[src/rtl/iter_step_unit.sv]
// Iterated step-function datapath: accepts a word, applies one of four step
// functions k times (one per clock), then holds the result until consumed.
module iter_step_unit #(
  parameter int W     = 8,
  parameter int CNT_W = 4
) (
  input  logic             clk,
  input  logic             rst,
  input  logic             in_valid,
  output logic             in_ready,
  input  logic [W-1:0]     in_data,
  input  logic [1:0]       in_mode,
  input  logic [CNT_W-1:0] in_count,
  output logic             out_valid,
  input  logic             out_ready,
  output logic [W-1:0]     out_data,
  output logic             busy
);

  typedef enum logic [1:0] {
    IDLE = 2'd0,
    RUN  = 2'd1,
    DONE = 2'd2
  } state_e;

  state_e           state_q;
  logic [W-1:0]     acc_q;
  logic [CNT_W-1:0] rem_q;
  logic [1:0]       mode_q;
  logic             out_valid_q;

  logic [W-1:0]     step_d;
  logic [W-1:0]     inv_d;

  // One application of the selected step function to the accumulator.
  always_comb begin
    inv_d  = ~acc_q;
    step_d = acc_q;
    case (mode_q)
      2'd0:    step_d = inv_d;
      2'd1:    step_d = {acc_q[W-2:0], acc_q[W-1]};
      2'd2:    step_d = {inv_d[W-2:0], inv_d[W-1]};
      default: step_d = acc_q + W'(1);
    endcase
  end

  always_ff @(posedge clk) begin
    if (!rst) begin
      state_q     <= IDLE;
      acc_q       <= '0;
      rem_q       <= '0;
      mode_q      <= 2'd0;
      out_valid_q <= 1'b0;
    end else begin
      case (state_q)
        IDLE: begin
          if (in_valid) begin
            acc_q  <= in_data;
            mode_q <= in_mode;
            rem_q  <= in_count;
            if (in_count == '0) begin
              state_q     <= DONE;
              out_valid_q <= 1'b1;
            end else begin
              state_q <= RUN;
            end
          end
        end
        RUN: begin
          acc_q <= step_d;
          rem_q <= rem_q - CNT_W'(1);
          if (rem_q == CNT_W'(1)) begin
            state_q     <= DONE;
            out_valid_q <= 1'b1;
          end
        end
        DONE: begin
          // Result is frozen here until the consumer takes it.
          if (out_ready) begin
            state_q     <= IDLE;
            out_valid_q <= 1'b0;
          end
        end
        default: begin
          state_q     <= IDLE;
          out_valid_q <= 1'b0;
        end
      endcase
    end
  end

  // Gated by rst so nothing appears acceptable while reset is held.
  assign in_ready  = (state_q == IDLE) && rst;
  assign busy      = (state_q != IDLE);
  assign out_valid = out_valid_q;
  assign out_data  = acc_q;

endmodule

[config.mk]
export PLATFORM = sky130hd
export DESIGN_NAME = iter_step_unit
export DESIGN_NICKNAME = d
export VERILOG_FILES = /design/src/rtl/iter_step_unit.sv
export SDC_FILE = /design/constraint.sdc
export NUM_CORES = 1
export LEC_CHECK = 0
export ABC_AREA = 1
export ABC_CLOCK_PERIOD_IN_PS = 1300
export BUFFER_PORTS_ARGS = -buffer_cell sky130_fd_sc_hd__buf_2
export CORE_ASPECT_RATIO = 0.8
export CORE_UTILIZATION = 42
export CTS_CLUSTER_DIAMETER = 50
export DETAILED_ROUTE_END_ITERATION = 10
export PLACE_DENSITY = 0.65
export SYNTH_ARGS = -nofsm -noshare
export SYNTH_HDL_FRONTEND = slang
export SYNTH_SLANG_ARGS = --single-unit
[constraint.sdc]
create_clock -name clk -period 1.3 [get_ports clk]
set_clock_uncertainty 0.05 [all_clocks]
set_input_delay 0.13 -clock clk [delete_from_list [all_inputs] [get_ports clk]]
set_output_delay 0.13 -clock clk [all_outputs]
set_load 0.01 [all_outputs]
==> parameters.txt <==
Parameter                              Value

Run status
  Status    complete, but fails checks
  Violated checks    negative setup slack

Cells and area
  Post-layout net count    roughly 260
  Total inserted antenna cells    0
  Core occupancy in the finished layout    between 60% and 70%
  Fill cell total of the finished layout    275
  Register cell area after layout    354 um2
  Area taken by multi-input logic gates    742 um2
  Ratio of cells with drive above 1 in the final layout    37.4%
  Syn-to-layout area delta    32.8%

Global route
  Number of antenna violations at the first check in global routing    0
  Overflow left after global routing    0
  Tot GR Track Use    24.9%
  First-pass GRT wire length    between 5000 and 6000 um
  Largest net degree at the start of global routing    13
  Vias in the first global route    1,329

STA
  Slew headroom    84.3%
  Total Negative Setup Slacks    -0.00127 ns
  Transition at the pin with the smallest max-transition slack    0.234 ns
  Setup repair after global routing missed its margin    true
  Final worst-path cycle share    100%
  Post-layout worst setup margin    -0.00127 ns
  Worst hold slack across all endpoints    0.0632 ns
  Count of final max-slew check failures    0
  Min Tclk post-route    1.30 ns
  Endpoints failing setup    1
  Fin. Hold Viols    0
  Timing-limited maximum frequency    approximately 0.77 GHz

Yosys
  Count of cell types in the netlist    29
  Fraction of synthesized cell area taken by the top area cell type    between 20 and 30%
  Cell with the most instances after synthesis    sky130_fd_sc_hd__nand2_1
  Cell Area, Synth    1190 um2
  Synthesis Warnings    0
  #FFs+latches synth    17
  Number of enable-type register cells in the synthesized netlist    0
  Mapped Cells    186
  Yosys top cell by area    sky130_fd_sc_hd__dfxtp_1
  Leading post-synthesis cells by cell area    sky130_fd_sc_hd__dfxtp_1, sky130_fd_sc_hd__nand2_1, sky130_fd_sc_hd__a21oi_1
  Mapped Nets    between 200 and 250
  Cell types with the highest counts after synthesis    sky130_fd_sc_hd__nand2_1, sky130_fd_sc_hd__a21oi_1, sky130_fd_sc_hd__o21ai_0, sky130_fd_sc_hd__inv_1, sky130_fd_sc_hd__dfxtp_1
  Proportion of synthesized chip area in sequential cells    roughly 29%
  Share of synthesized registers carrying an async set or reset    0%
  Avg Cell Area, Syn    6.42 um2
  Leading register cell type out of synthesis    sky130_fd_sc_hd__dfxtp_1

Route
  DRC    0
  Antenna Violating Nets Remaining    0
  First-pass iteration count of the detailed router    4
  Via count    1,393
  Via count normalized by instance count    approximately 5.1
  DR WL/cell    12.5 um
  Number of DRC violations after detailed-routing iteration 0    87
  Total length of routed wires    between 3000 and 4000 um

Power and ir drop
  Clock power frac    a little over a tenth
  Power dissipated by switching net loads    1.24 mW
  Total Power Consumption    2.71 mW
  Leakage component of the power    0.735 nW
  Combinational fraction of design power    58.0%
  Share of power burned in registers    31.2%
  Internal    1.48 mW
  Power density over the cells    approximately 1700 nW/um2
  Maximum vdd ir drop    948 uV
  Switching portion of total power    45.6%

Die
  Boundary Pins    29
  Placeable core region    about 2600 um2
  Die Y-Extent    49.7 um
  Width of the die    61.6 um
  Die Footprint    3060 um2
  Effective utilization at floorplan    46.6%
  Site row count    16

Critical path
  Maximum fanout count along the critical path    3
  Cell with the largest stage delay on the worst path    sky130_fd_sc_hd__dfxtp_4
  Data required time at the worst endpoint    1.12 ns
  Cell-by-cell trace of the critical path    nor2_4 > inv_2 > nor2_2 > buf_2
  Kind of capture point of the worst setup path    primary output
  Kind of critical path    register to primary output
  Maximum single-stage delay on the critical path    approximately 0.38 ns
  Critical path arrival    around 1.1 ns
  Crit start category    register

CTS
  Number of buffers added by the clock tree synthesis step    3
  CTS tree    built
  Number of buffers on the longest clock path    2
  Worst-skew pair later-pin latency    0.30 ns
  CTS H-tree depth    1
  Clock-pin slew reported for the worst setup and hold paths after clock tree synthesis    between 0.1 and 0.15 ns
  Clk Tree Root Cell    sky130_fd_sc_hd__clkbuf_4
  Clock Sinks    17
  CTS hold repair buffers    0

Placement
  RePlAce Congestion    0.911
  Detail Placement HPWL    2550 um
  Count of input and output buffers    28

Worst hold path
  Hold WC Path Type    input pin to register

Flow run
  Max Cap Viol    0
==> cell type report <==
| class | instances | area share (%) |
|---|---|---|
| repair buffers | 51 | 19.7 |
| flip-flops and latches | 17 | 22.3 |
| inverters | 24 | 6.63 |
| well taps | 36 | 2.84 |
| clock buffers | 4 | 1.66 |
| multi-input cells | 139 | 46.8 |
==> worst paths after layout <==
check | depth (start not counted) | endpoint | slack, ns | startpoint
max | 4 | in_ready | -0.001 | state_q[0]$_SDFFE_PN0P_
min | 3 | mode_q[0]$_SDFFE_PN0P_ | 0.06 | in_mode[0]
min reg2reg | 2 | rem_q[3]$_SDFFE_PN0P_ | 0.43 | rem_q[3]$_SDFFE_PN0P_
max reg2reg | 7 | out_data[0]$_SDFFE_PN0P_ | 0.01 | state_q[0]$_SDFFE_PN0P_
==> what timing repair did <==
action,in CTS,in global routing
gates cloned,0,0
pin swaps,1,6
endpoints found under the setup margin,4,14
gates resized for setup,3,25
buffers inserted,0,6
==> layout by cell type, fill, tap and decap left out, types with 3 or more instances in the layout <==
cell | Yosys | routed
sky130_fd_sc_hd__buf_4 | 2 | 23
sky130_fd_sc_hd__inv_1 | 19 | 16
sky130_fd_sc_hd__a21oi_1 | 21 | 19
sky130_fd_sc_hd__dfxtp_1 | 17 | 8
sky130_fd_sc_hd__buf_2 | 2 | 28
sky130_fd_sc_hd__o21ai_1 | 7 | 9
sky130_fd_sc_hd__dfxtp_2 | 0 | 8
sky130_fd_sc_hd__nand2_1 | 41 | 41
sky130_fd_sc_hd__nand3_1 | 9 | 9
sky130_fd_sc_hd__nor3_1 | 6 | 5
sky130_fd_sc_hd__clkbuf_4 | 0 | 3
sky130_fd_sc_hd__inv_2 | 1 | 4
sky130_fd_sc_hd__nor2_2 | 3 | 4
sky130_fd_sc_hd__o21ai_0 | 20 | 17
sky130_fd_sc_hd__o21ai_2 | 2 | 3
sky130_fd_sc_hd__nor2_1 | 14 | 11
sky130_fd_sc_hd__a31oi_1 | 3 | 3
==> cell families after synthesis <==
logic type / count (synthesis) / share of synthesized area, %
AOI/OAI and AO/OA: 56 / 24.9
xor gates and xnor gates: 1 / 0.734
adders and majority gates: 3 / 3.14
buffers and inverters: 30 / 12.4
DFF: 17 / 28.5
and+or+nand+nor: 79 / 30.3
==> layer usage <==
| metal | wire [um] | up-vias | GRT usage, % |
|---|---|---|---|
| met3 | 183 | 4 | 6.04 |
| met2 | 1570 | 39 | 40.7 |
| li1 | - | 716 | - |
| met5 | 0 | - | 0 |
| met1 | 1610 | 634 | 33.9 |
| met4 | 17 | 0 | 2.96 |
==> state kept, by name (all words and copies together) (netlist names) <==
signal / cells
state_q: 2
mode_q: 2
rem_q: 4
out_valid: 1
out_data: 8
==> worst max-delay path: cells and delay by family (launching register included) <==
| family | cells | cell delay (ns) |
|---|---|---|
| DFF | 1 | 0.38 |
| and+or+nand+nor | 2 | 0.24 |
| buffers and inverters | 2 | 0.20 |
==> power groups by stage <==
stage                     Clock (mW)  Sequential, mW  Combinational [mW]
after floorplan                    0           0.869               0.888
after global placement             0           0.820                1.37
after detailed placement           0           0.827                1.42
after CTS                      0.307           0.820                1.42
after global routing           0.323           0.868                1.76
final                          0.292           0.846                1.57
==> per-stage QoR <==
step	setup slack, ns	instance area [um2]	cells
5_1_grt	-0.0837	1590	271
4_1_cts	-0.0380	1490	265
2_1_floorplan	0.0256	1190	186
3_3_place_gp	0.0290	1460	261
3_5_place_dp	-0.0867	1460	261
6_report	-0.00127	1590	271
Note: power is estimated with default switching activity, not from simulation.
